## src/rtl/five_voter.sv

```systemverilog
// rtl/five_voter.sv - five-input threshold voter with per-input synchronizers and registered results
module five_voter #(
    parameter int SYNC_STAGES = 2,
    parameter int THRESHOLD   = 3
) (
    input  logic       clk,
    input  logic       rst,
    input  logic       A1,
    input  logic       A2,
    input  logic       A3,
    input  logic       A4,
    input  logic       A5,
    output logic       OUT,
    output logic [2:0] COUNT,
    output logic       UNANIMOUS
);

    // Out-of-range parameters stop elaboration rather than silently misbehaving.
    if (SYNC_STAGES < 0 || SYNC_STAGES > 3) begin : g_bad_sync
        $error("five_voter: SYNC_STAGES must be in 0..3");
    end
    if (THRESHOLD < 1 || THRESHOLD > 5) begin : g_bad_threshold
        $error("five_voter: THRESHOLD must be in 1..5");
    end

    // Bit i carries input A(i+1); the inputs are symmetric so order only matters for readability.
    logic [4:0] raw_votes;
    logic [4:0] synced_votes;

    assign raw_votes = {A5, A4, A3, A2, A1};

    if (SYNC_STAGES == 0) begin : g_no_sync
        // Vote logic samples the inputs directly; the result register is the only flop.
        assign synced_votes = raw_votes;
    end else begin : g_sync
        logic [4:0] stage_q [SYNC_STAGES];

        // Independent flop chain per input bit; every stage clears on reset so no residue survives.
        always_ff @(posedge clk or posedge rst) begin
            if (rst) begin
                for (int k = 0; k < SYNC_STAGES; k++) begin
                    stage_q[k] <= '0;
                end
            end else begin
                stage_q[0] <= raw_votes;
                for (int k = 1; k < SYNC_STAGES; k++) begin
                    stage_q[k] <= stage_q[k-1];
                end
            end
        end

        assign synced_votes = stage_q[SYNC_STAGES-1];
    end

    logic [2:0] count_d;
    logic       out_d;
    logic       unanimous_d;
    logic [2:0] count_q;
    logic       out_q;
    logic       unanimous_q;

    // One sum feeds all three results so they always describe the same sample.
    always_comb begin
        count_d     = {2'b00, synced_votes[0]} + {2'b00, synced_votes[1]}
                    + {2'b00, synced_votes[2]} + {2'b00, synced_votes[3]}
                    + {2'b00, synced_votes[4]};
        out_d       = (count_d >= 3'(THRESHOLD));
        unanimous_d = (count_d == 3'd0) || (count_d == 3'd5);
    end

    // Result register; reset state is "all five votes agree at 0".
    always_ff @(posedge clk or posedge rst) begin
        if (rst) begin
            count_q     <= 3'd0;
            out_q       <= 1'b0;
            unanimous_q <= 1'b1;
        end else begin
            count_q     <= count_d;
            out_q       <= out_d;
            unanimous_q <= unanimous_d;
        end
    end

    assign COUNT     = count_q;
    assign OUT       = out_q;
    assign UNANIMOUS = unanimous_q;

endmodule

```

## config.mk

```make
export PLATFORM = sky130hd
export DESIGN_NAME = five_voter
export DESIGN_NICKNAME = d
export VERILOG_FILES = /design/src/rtl/five_voter.sv
export SDC_FILE = /design/constraint.sdc
export NUM_CORES = 1
export LEC_CHECK = 0
export ABC_AREA = 1
export ABC_CLOCK_PERIOD_IN_PS = 2000
export BUFFER_PORTS_ARGS = -buffer_cell sky130_fd_sc_hd__buf_2
export CORE_AREA = 2 2 39 41
export CTS_BUF_LIST = sky130_fd_sc_hd__clkbuf_8
export DETAILED_ROUTE_END_ITERATION = 8
export DIE_AREA = 0 0 41 43
export HOLD_SLACK_MARGIN = 0.03
export MAX_ROUTING_LAYER = met4
export PLACE_DENSITY = 0.72
export SETUP_SLACK_MARGIN = 0.15
export SLEW_MARGIN = 10
export SYNTH_ARGS = -nofsm -noshare
export SYNTH_HDL_FRONTEND = slang
export SYNTH_SLANG_ARGS = --single-unit
```

## constraint.sdc

```tcl
create_clock -name clk -period 2 [get_ports clk]
set_clock_uncertainty 0.2 [all_clocks]
set_input_delay 0.1 -clock clk [delete_from_list [all_inputs] [get_ports clk]]
set_output_delay 0.1 -clock clk [all_outputs]
set_load 0.02 [all_outputs]
```

Word level (Yosys, flattened, before mapping)
Cells that the tools add are included.
{ "classes": {"addsub": 4, "magnitude_cmp": 1, "n_eq_ne": 1, "reduce_logical": 2} }
{ "ops": {"columns": ["cell", "n"], "rows": [
  ["3-bit by 1-bit adder with 3-bit output", 2],
  ["2-bit by 1-bit adder with 3-bit output", 1],
  ["3-bit == test (second input constant)", 1],
  ["3-bit by 2-bit >= comparator with 1-bit output (second input constant)", 1],
  ["3-bit zero test", 1],
  ["1-bit by 1-bit adder with 2-bit output", 1],
  ["1-bit logical OR", 1]
]} }
{ "totals": {"reg_bits": 15, "in_bits": 7, "wordCells": 13} }

Logic depth before layout (Yosys ltp)
Gate-level depths: netlist of the first run.
{ "depth": {"word_depth": 6, "mapped_depth": 8, "mapped_depth_nobuf": 8} }

Least setup slack after synthesis of the first run
Ideal clock, no wire load.
{ "synth_timing": {"path_kind": "flip-flop to flip-flop", "start": "register g_sync.stage_q (netlist bit synced_votes[0])", "end": "register unanimous_q, in the netlist UNANIMOUS", "setup_time_ns": 0.060, "arrival_ns": 1.708, "path_slack_ns": 0.032, "path_stages_with_launch": 9, "n_path_buf": 0, "period_less_slack_ns": 1.968, "path_cell_list": "dfrtp_1 -> inv_1 -> fa_1 -> fa_1 -> inv_1 -> ha_1 -> nor2_1 -> nand2_1 -> nand2_1"} }
{ "synth_between": {"elab_chain_cells": 6, "elab_cells_between_ends": 7} }
{ "synth_rtl": {"columns": ["element", "line", "source"], "rows": [
  ["from (decl)", "36", "logic [4:0] stage_q [SYNC_STAGES];"],
  ["from (signal, indexed assignment)", "47", "stage_q[k] <= stage_q[k-1];"],
  ["1-bit by 1-bit adder with 2-bit output (*)", "64", "count_d = {2'b00, synced_votes[0]} + {2'b00, synced_votes[1]}"],
  ["2-bit by 1-bit adder with 3-bit output (*)", "65", "+ {2'b00, synced_votes[2]} + {2'b00, synced_votes[3]}"],
  ["3-bit by 1-bit adder with 3-bit output (*)", "65", null],
  ["3-bit by 1-bit adder with 3-bit output (*)", "66", "+ {2'b00, synced_votes[4]};"],
  ["net count_d[1]", "55", "logic [2:0] count_d;"],
  ["3-bit == test / 3-bit zero test (equally long branches)", "68", "unanimous_d = (count_d == 3'd0) || (count_d == 3'd5);"],
  ["1-bit logical OR (*)", "68", null],
  ["net unanimous_d", "57", "logic unanimous_d;"],
  ["to (signal assigned)", "80", "unanimous_q <= unanimous_d;"],
  ["to (decl)", "60", "logic unanimous_q;"]
]} }
Mark *: on every way through the listed nets, which the timed path passes. The rest lies on a longest branch.

Worst setup path after layout of the first run
{ "layout_timing": {"start": "register g_sync.stage_q (netlist bit synced_votes[3])", "end": "register unanimous_q, in the netlist UNANIMOUS"} }
{ "layout_between": {"elab_chain_cells": 4, "elab_cells_between_ends": 5} }
{ "layout_rtl": {"columns": ["element", "line"], "rows": [
  ["3-bit by 1-bit adder with 3-bit output (*)", "65"],
  ["3-bit by 1-bit adder with 3-bit output (*)", "66"],
  ["net count_d[1]", "55"],
  ["3-bit == test / 3-bit zero test (equally long branches)", "68"],
  ["1-bit logical OR (*)", "68"],
  ["net unanimous_d", "57"]
]} }
Marks and branches as above.

==> reports/results.ini, run 1 <==
[power]
seqPwrFrac_pct = 48.2
swShare_pct = 25.7
irDropWorstVdd_uv = 496
power.internal_uw = 532
p_sw_uw = 184
total_leakage_power_uw = 0.000372
power.clock.fraction_pct = 32.7
power_density_mw_per_mm2 = 1000
comb_power_share_pct = 19.1

[floorplanning]
num_io_pins = 12
coreArea_mm2 = 0.00138
initial_core_util_pct = 37.0
die_h_um = 43
die-area_mm2 = 0.00176
rows = 14
dieWidth_um = 41

[critical_path]
regToRegStartpoint = synced_votes[3]
r2r_slack_ns = 0.05
cp.required_ns = 1.99
arrival_ns = 1.94
worstPathCellList = inv_2, fa_1, fa_2, inv_2, ha_4, nor2_2, nand2_1, nand2_1
critPathCaptureType = flop
reg2reg_depth = 8
critical_path_class = reg -> reg
cp_slowest_stage_delay_ns = 0.48
start_kind = flop
r2r_end = UNANIMOUS
crit_slowest_cell = fa_1
crit_fanout = 4

[clock_network]
cts-root-buf = clkbuf_8
cts_tree = yes
path_clk_slew_ns = 0.06
insertion_delay_ns = 0.24
htreeDepth = 1
clock_sinks = 15
numCtsBuffers = 3
cts_max_path_buffers = 2

[min_path]
hp-class = reg -> reg
hold_end = synced_votes[3]
hold_path_depth = 0
hold_path_startpoint = g_sync.stage_q[8]

[yosys]
synth_area_um2 = 512
syn_nets = 48
synth-seq-cells = 15
yosys_warnings = 0
ys_seq_area_share_pct = 73.6
syn_avg_cell_area_um2 = 13.8
synthesis.instances = 37
ys_types = 9

[sta]
rsz0062_at_grt = yes
setup_viol = 0
finalHoldViolations = 0
slew_headroom_pct = 65.0
drv_slew = 0
worstMarginPinSlew_ns = 0.524
worst_slack_ns = 0.0465
fmax_mhz = 512
period_needed_ns = 1.95
timing.final.crit_share_pct = 97.7

[route]
route.detailed.drc = 0
wl_um = 720
antenna_left = 0
drt_iter0_markers = 2
vias_per_cell = 4.26
wl_per_cell_um = 9.73
first_pass_iters = 2
via_count = 315

[place]
gp_congestion = 0.633
io_buffer_count = 11
placed_cells = 64
pre_cts_slack_ns = 0.0421

[final_layout]
final_layout_size_suffix_gt1_share_pct = 43.1
regArea_um2 = 377
syn_to_final_growth_pct = 39.9
multiInputGateArea_um2 = 113
final_cell_count_no_fill = 74
n_fill_cell = 125
n_antenna_cell = 0
nNetsFinal = 70

[grt]
grt_pass1_vias = 318
track_usage_pct = 12.3
grt_pass1_wl_um = 1340
antenna_found_initial = 0
overflow = 0
grt_max_degree = 16

[status]
status = completed

[run]
cap_viol_max_count = 0

[power by group through the flow]
stage	logic (uW)	registers (uW)	clock network [uW]
after floorplan	53.3	379	0
final	136	345	234
after global placement	116	349	0
after global routing	157	350	259
after CTS	132	345	245
after detailed placement	123	351	0
[per-layer routing]
metal | part of all wire (%) | track usage [%] | up-vias
met5 | 0 | - | -
li1 | - | - | 144
met2 | 56 | 18.1 | 13
met3 | 6.5 | 4.71 | 2
met4 | 2.1 | 8.00 | 0
met1 | 35 | 13.1 | 156
[how the worst max path moves through the flow]
stage | startpoint | end
final | synced_votes[3] | UNANIMOUS
after global placement | synced_votes[1] | UNANIMOUS
after CTS | synced_votes[3] | UNANIMOUS
after detailed placement | synced_votes[0] | UNANIMOUS
after global routing | synced_votes[3] | UNANIMOUS
after floorplan | synced_votes[0] | UNANIMOUS
[cell families after synthesis]
kind of cell | synth area share, %
buf+inv | 8.80
flops | 73.6
fa+ha+maj | 12.7
simple gates | 4.89
[synthesized netlist by cell type]
cell	count	area (um2)
inv_1	11	41.3
nand3_1	2	10.0
fa_1	2	40.0
nor2_1	1	3.75
dfrtp_1	14	350
dfstp_2	1	26.3
ha_1	2	25.0
inv_2	1	3.75
nand2_1	3	11.3
[registers in the layout, indices dropped and copies added (netlist names)]
register and cells:
g_sync.stage_q 5, OUT 1, COUNT 3, UNANIMOUS 1
synced_votes 5
[worst max-delay path, delay by kind of cell (launching register included)]
kind,cells,cell delay [ns]
simple gates,3,0.21
flops,1,0.34
fa+ha+maj,3,1.04
buf+inv,2,0.12
[per-stage QoR]
step	area (um2)	utilization [%]	TNS, ns	hold slack (ns)	total power, uW
detailed placement	602	43.5	0	-0.0318	473
global placement	602	43.5	0	-0.0459	465
CTS	708	51.2	0	0.150	723
finish	716	51.7	0	0.148	716
floorplan	527	-	0	-0.199	433
global route	716	51.7	-0.0454	0.153	765
[what timing repair did]
item / CTS / global route
gates resized for setup: 0 / 5
hold endpoints to repair: 19 / 0
setup endpoints to repair: 2 / 3
pin swaps: 1 / 0
cloned: 0 / 0
setup buffers: 0 / 0
hold buffers: 6 / 0
[area by class of cell]
cell class,instances,area share [%]
Sequential cell,15,52.6
Multi-Input combinational cell,10,15.7
Clock buffer,3,5.77
Timing Repair Buffer,17,16.1
Clock inverter,1,0.699
Inverter,12,6.29
Tap cell,16,2.80
[cells in the final DEF, fill, tap and decap left out]
master	synthesis	final
fa_1	2	1
ha_1	2	1
clkbuf_8	0	3
nand2_1	3	3
nor2_2	0	1
buf_2	0	11
dfrtp_1	14	14
nand3_2	0	1
inv_2	1	5
nand3_1	2	1
ha_4	0	1
dfstp_2	1	1
fa_2	0	1
inv_1	11	7
clkinv_2	0	1
dlygate4sd3_1	0	6
No activity file was read; power rests on OpenSTA's default activity.
==> run 2, diff against run 1 <==
- ABC_CLOCK_PERIOD_IN_PS: 2000 -> 2400
- CORE_AREA: 2 2 39 41 -> unset
- CORE_MARGIN: unset -> 2
- CORE_UTILIZATION: unset -> 25
- DIE_AREA: 0 0 41 43 -> unset
- MAX_ROUTING_LAYER: met4 -> unset
- PLACE_DENSITY: 0.72 -> 0.52
- clock period: 2 -> 2.4 ns (I/O delays scaled with it)
==> run 2 against run 1 <==
Combinational power decreased by 29%. Non-clock buffer count unchanged. Core utilization decreased by 15 points. Sequential cell count unchanged. Final cell count increased by 15%.
==> reports/results.ini, run 2 (synthesis results as in run 1) <==
[floorplanning]
die-area_mm2 = 0.00243  ; was 0.00176 mm2
initial_core_util_pct = 26.4  ; was 37.0%
coreArea_mm2 = 0.00194  ; was 0.00138 mm2
rows = 16  ; was 14
dieWidth_um = 49.2  ; was 41 um
die_h_um = 49.2  ; was 43 um
num_io_pins = 12  ; unchanged

[critical_path]
start_kind = flop  ; unchanged
crit_slowest_cell = fa_1  ; unchanged
cp.required_ns = 2.39  ; was 1.99 ns
worstPathCellList = inv_1, fa_1, fa_1, inv_1, ha_1, nor2_1, nand2_1, nand2_1  ; was inv_2, fa_1, fa_2, inv_2, ha_4, nor2_2, nand2_1, nand2_1
crit_fanout = 4  ; unchanged
cp_slowest_stage_delay_ns = 0.50  ; was 0.48 ns
arrival_ns = 2.08  ; was 1.94 ns
critical_path_class = reg -> reg  ; unchanged
critPathCaptureType = flop  ; unchanged

[clock_network]
path_clk_slew_ns = 0.06  ; about the same
cts_tree = yes  ; unchanged
htreeDepth = 1  ; unchanged
numCtsBuffers = 3  ; unchanged
cts-root-buf = clkbuf_8  ; unchanged
cts_max_path_buffers = 2  ; unchanged
clock_sinks = 15  ; unchanged
post_cts_resize_count = 0  ; unchanged
insertion_delay_ns = 0.25  ; was 0.24 ns

[grt]
overflow = 0  ; unchanged
track_usage_pct = 6.00  ; was 12.3%
grt_pass1_wl_um = 993  ; was 1340 um
grt_pass1_vias = 253  ; was 318
antenna_found_initial = 0  ; unchanged
grt_max_degree = 16  ; unchanged

[power]
total_leakage_power_uw = 0.000372  ; about the same
finalPower_uw = 586  ; was 716 uW
power_density_mw_per_mm2 = 826  ; was 1000 mW/mm2
irDropWorstVdd_uv = 375  ; was 496 uV

[sta]
setup_viol = 0  ; unchanged
timing.final.crit_share_pct = 87.1  ; was 97.7%
worstMarginPinSlew_ns = 0.533  ; was 0.524 ns
drv_slew = 0  ; unchanged
tns_ns = 0  ; unchanged
period_needed_ns = 2.09  ; was 1.95 ns
fmax_mhz = 478  ; was 512 MHz
slew_headroom_pct = 64.4  ; was 65.0%
finalHoldViolations = 0  ; unchanged
rsz0062_at_grt = no  ; was yes

[route]
via_count = 271  ; was 315
wl_per_cell_um = 7.12  ; was 9.73 um
first_pass_iters = 2  ; unchanged
vias_per_cell = 3.19  ; was 4.26
antenna_left = 0  ; unchanged
drt_iter0_markers = 2  ; unchanged
route.detailed.drc = 0  ; unchanged
wl_um = 605  ; was 720 um

[place]
place_hpwl_um = 437
io_buffer_count = 11  ; unchanged
gp_congestion = 0.686  ; was 0.633

[final_layout]
syn_to_final_growth_pct = 38.6  ; was 39.9%
mostFrequentLayoutCells = 14 x dfrtp_1, 11 x inv_1, 11 x buf_2  ; was 14 x dfrtp_1, 11 x buf_2, 7 x inv_1
n_antenna_cell = 0  ; unchanged
final_layout_size_suffix_gt1_share_pct = 29.3  ; was 43.1%
final_common_cell = dfrtp_1  ; unchanged
nNetsFinal = 70  ; unchanged

[min_path]
hp-class = reg -> reg  ; unchanged

[status]
status = completed  ; unchanged

[run]
cap_viol_max_count = 0  ; unchanged

==> run 2: cell count changes in the layout (fill, tap and decap cells not counted), sizes merged <==
cell	before	now
clkinvlp	0	1
clkinv	1	0
==> run 2: layout make-up <==
cell class                 instances  area, um2
fill                             201       1230
tap                               27       33.8
multi-input combinational         10       90.1
clock buffer                       3       41.3
clock inverter                     1       7.51
sequential                        15        377
inverter                          12       45.0
timing repair buffer              17        115
==> run 2: where the power goes <==
part           internal [uW]  total [uW]  switching (uW)
clock network            116         202            85.5
registers                282         287            5.22
logic                   37.9        97.1            59.2
==> run 2: final timing paths <==
check                                       start                 to  slack, ns  cells after the start
worst max-delay path              synced_votes[0]          UNANIMOUS       0.31                      8
worst min-delay path            g_sync.stage_q[7]    synced_votes[2]       0.15                      0
worst max register to register    synced_votes[0]          UNANIMOUS       0.31                      8
worst min register to register  g_sync.stage_q[7]    synced_votes[2]       0.15                      0
max in group asynchronous                     rst          UNANIMOUS       1.36                      3
min in group asynchronous                     rst  g_sync.stage_q[9]       0.27                      3
==> run 2: worst max-delay path: cells and delay by family, from the launching register on <==
| kind | cells | cell delay, ns |
|---|---|---|
| buf+inv | 2 | 0.13 |
| flops | 1 | 0.33 |
| fa+ha+maj | 3 | 1.13 |
| simple gates | 3 | 0.23 |
==> run 2: timing repair <==
| item | CTS | global route |
|---|---|---|
| endpoints found under the hold margin | 19 | 0 |
| hold buffers | 6 | 0 |
| buffers inserted | 0 | 0 |
==> run 2: metrics by stage <==
stage	util, %	hold slack (ns)	instance area (um2)	cells	setup WS [ns]
3_5_place_dp	30.9	-0.00975	601	75	0.312
5_1_grt	36.5	0.165	709	85	0.160
2_1_floorplan	-	-0.179	512	37	0.432
6_report	36.5	0.148	709	85	0.309
4_1_cts	36.5	0.150	709	85	0.283
3_3_place_gp	30.9	-0.0172	601	75	0.363
==> run 2: layer usage <==
metal | part of all wire [%] | GRT usage, % | vias up
li1 | - | - | 143
met1 | 40 | 5.08 | 112
met2 | 49 | 10.1 | 16
met3 | 11 | 5.52 | 0
met4 | 0 | 1.43 | 0
met5 | 0 | 0 | -
==> run 3, diff against run 2 <==
- PLACE_DENSITY: 0.52 -> 0.42
- RECOVER_POWER: unset -> 50
==> run 3 against run 2 <==
Maximum frequency up 0.99%. Register-to-register slack better by 0.02 ns. Wire length down 1.3%. Sequential cell count unchanged. Clock power about the same. Critical path type unchanged. Setup slack better by 0.020 ns. Non-clock buffer count unchanged. Design area down 0.71%. Combinational power down 3.2%. Sequential power about the same.
==> reports/results.ini, run 3 (synthesis results as in run 1) <==
[grt]
grt_pass1_vias = 260  ; was 253
overflow = 0  ; unchanged
grt_pass1_wl_um = 959  ; was 993 um
grt_max_degree = 16  ; unchanged
track_usage_pct = 5.86  ; was 6.00%
antenna_found_initial = 0  ; unchanged

[sta]
rsz0062_at_grt = no  ; unchanged
tns_ns = 0  ; unchanged
drv_slew = 0  ; unchanged
finalHoldViolations = 0  ; unchanged
fmax_mhz = 483  ; was 478 MHz
setup_viol = 0  ; unchanged
period_needed_ns = 2.07  ; was 2.09 ns
hold_slack_ns = 0.147  ; was 0.148 ns
worstMarginPinSlew_ns = 0.548  ; was 0.533 ns
slew_headroom_pct = 63.4  ; was 64.4%
timing.final.crit_share_pct = 86.3  ; was 87.1%

[clock_network]
cts_tree = yes  ; unchanged
htreeDepth = 1  ; unchanged
cts_max_path_buffers = 2  ; unchanged
hold_buffers = 6  ; unchanged
postCtsSetupRepairBufs = 0  ; unchanged
clock_sinks = 15  ; unchanged
insertion_delay_ns = 0.25  ; about the same
cts-root-buf = clkbuf_8  ; unchanged
post_cts_resize_count = 0  ; unchanged
path_clk_slew_ns = 0.06  ; about the same
numCtsBuffers = 3  ; unchanged

[critical_path]
critical_path_class = reg -> reg  ; unchanged
cp.required_ns = 2.39  ; about the same
critPathCaptureType = flop  ; unchanged
regToRegStartpoint = synced_votes[0]  ; unchanged
cp-endpoint = UNANIMOUS  ; unchanged
crit_fanout = 4  ; unchanged
crit_slowest_cell = fa_1  ; unchanged
reg2reg_depth = 8  ; unchanged
r2r_end = UNANIMOUS  ; unchanged
start_kind = flop  ; unchanged
cp.depth = 8  ; unchanged
worstPathCellList = inv_1, fa_1, fa_1, inv_1, ha_1, nor2_1, nand2_1, nand2_1  ; unchanged
startpoint = synced_votes[0]  ; unchanged
path_delay_family = adder cells  ; unchanged
cp_num_buf_inv = 2  ; unchanged
r2r_slack_ns = 0.33  ; was 0.31 ns
arrival_ns = 2.06  ; was 2.08 ns
cp_slowest_stage_delay_ns = 0.49  ; was 0.50 ns

[route]
route.detailed.drc = 0  ; unchanged
via_count = 285  ; was 271
drt_iter0_markers = 2  ; unchanged
wl_um = 597  ; was 605 um
antenna_left = 0  ; unchanged
wl_per_cell_um = 7.02  ; was 7.12 um
vias_per_cell = 3.35  ; was 3.19
first_pass_iters = 2  ; unchanged

[place]
io_buffer_count = 11  ; unchanged
gp_congestion = 0.701  ; was 0.686
place_hpwl_um = 385  ; was 437 um

[run]
cap_viol_max_count = 0  ; unchanged

[floorplanning]
dieWidth_um = 49.2  ; unchanged
rows = 16  ; unchanged
die-area_mm2 = 0.00243  ; unchanged
coreArea_mm2 = 0.00194  ; unchanged
initial_core_util_pct = 26.4  ; unchanged
num_io_pins = 12  ; unchanged
die_h_um = 49.2  ; unchanged

[final_layout]
n_fill_cell = 194  ; was 201
final_common_cell = dfrtp_1  ; unchanged
final_layout_size_suffix_gt1_share_pct = 22.4  ; was 29.3%
fin_util_pct = 36.3  ; was 36.5%
syn_to_final_growth_pct = 37.7  ; was 38.6%
mostFrequentLayoutCells = 14 x dfrtp_1, 11 x inv_1, 7 x buf_2  ; was 14 x dfrtp_1, 11 x inv_1, 11 x buf_2
n_antenna_cell = 0  ; unchanged
regArea_um2 = 377  ; unchanged
multiInputGateArea_um2 = 90.1  ; unchanged
nNetsFinal = 70  ; unchanged

[power]
irDropWorstVdd_uv = 645  ; was 375 uV
seqPwrFrac_pct = 49.1  ; was 49.0%
p_sw_uw = 151  ; was 150 uW
swShare_pct = 26.0  ; was 25.6%
comb_power_share_pct = 16.1  ; was 16.6%
power_density_mw_per_mm2 = 828  ; was 826 mW/mm2
power.clock.fraction_pct = 34.8  ; was 34.5%
total_leakage_power_uw = 0.000360  ; was 0.000372 uW
power.internal_uw = 432  ; was 436 uW

[status]
status = completed  ; unchanged

[min_path]
hp-class = reg -> reg  ; unchanged
hold_path_depth = 0  ; unchanged

==> run 3: cell types whose count changed in the layout (fill, tap and decap cells not counted), sizes merged <==
cell,before,now
buf,11,7
clkbuf,3,7
==> run 3: worst min-delay path by stage <==
stage / end / start / slack [ns]
3_3_place_gp: g_sync.stage_q[8] / rst / -0.006
5_1_grt: synced_votes[2] / g_sync.stage_q[7] / 0.16
6_report: synced_votes[0] / g_sync.stage_q[5] / 0.15
3_5_place_dp: g_sync.stage_q[8] / rst / -0.005
2_1_floorplan: COUNT[0] / rst / -0.18
4_1_cts: synced_votes[1] / g_sync.stage_q[6] / 0.15
==> run 3: through the flow <==
step	power (uW)	cells	cell area, um2	worst slack (ns)
floorplan	354	37	512	0.432
finish	583	85	704	0.329
CTS	595	85	709	0.293
global placement	382	75	601	0.340
global route	618	85	704	0.204
detailed placement	382	75	601	0.327
==> run 3: routing by layer <==
metal / vias to the layer above / global-route usage, % / wire [um]
met5: - / 0 / 0
met1: 127 / 4.48 / 214
met2: 15 / 9.68 / 303
met3: 0 / 5.52 / 79
met4: 0 / 2.86 / 0
li1: 143 / - / -
==> run 3: worst reg2reg max path: cells and delay by family (launching register included) <==
family | cells | cell delay (ns)
buffers and inverters | 2 | 0.13
and+or+nand+nor | 3 | 0.23
DFF | 1 | 0.32
adders and majority gates | 3 | 1.13
==> run 3: power groups by stage <==
| stage | sequential, uW | clock [uW] | combinational [uW] |
|---|---|---|---|
| 2_1_floorplan | 316 | 0 | 37.9 |
| 3_5_place_dp | 291 | 0 | 91.3 |
| 3_3_place_gp | 291 | 0 | 91.4 |
| 5_1_grt | 288 | 226 | 103 |
| 4_1_cts | 286 | 209 | 99.8 |
| 6_report | 286 | 203 | 94.0 |
==> run 3: final cells by class <==
class | count | share of cell area (%)
repair buffers | 17 | 15.6
clock inverters | 1 | 1.07
multi-input cells | 10 | 12.8
well taps | 27 | 4.80
flip-flops and latches | 15 | 53.5
inverters | 12 | 6.39
clock buffers | 3 | 5.86
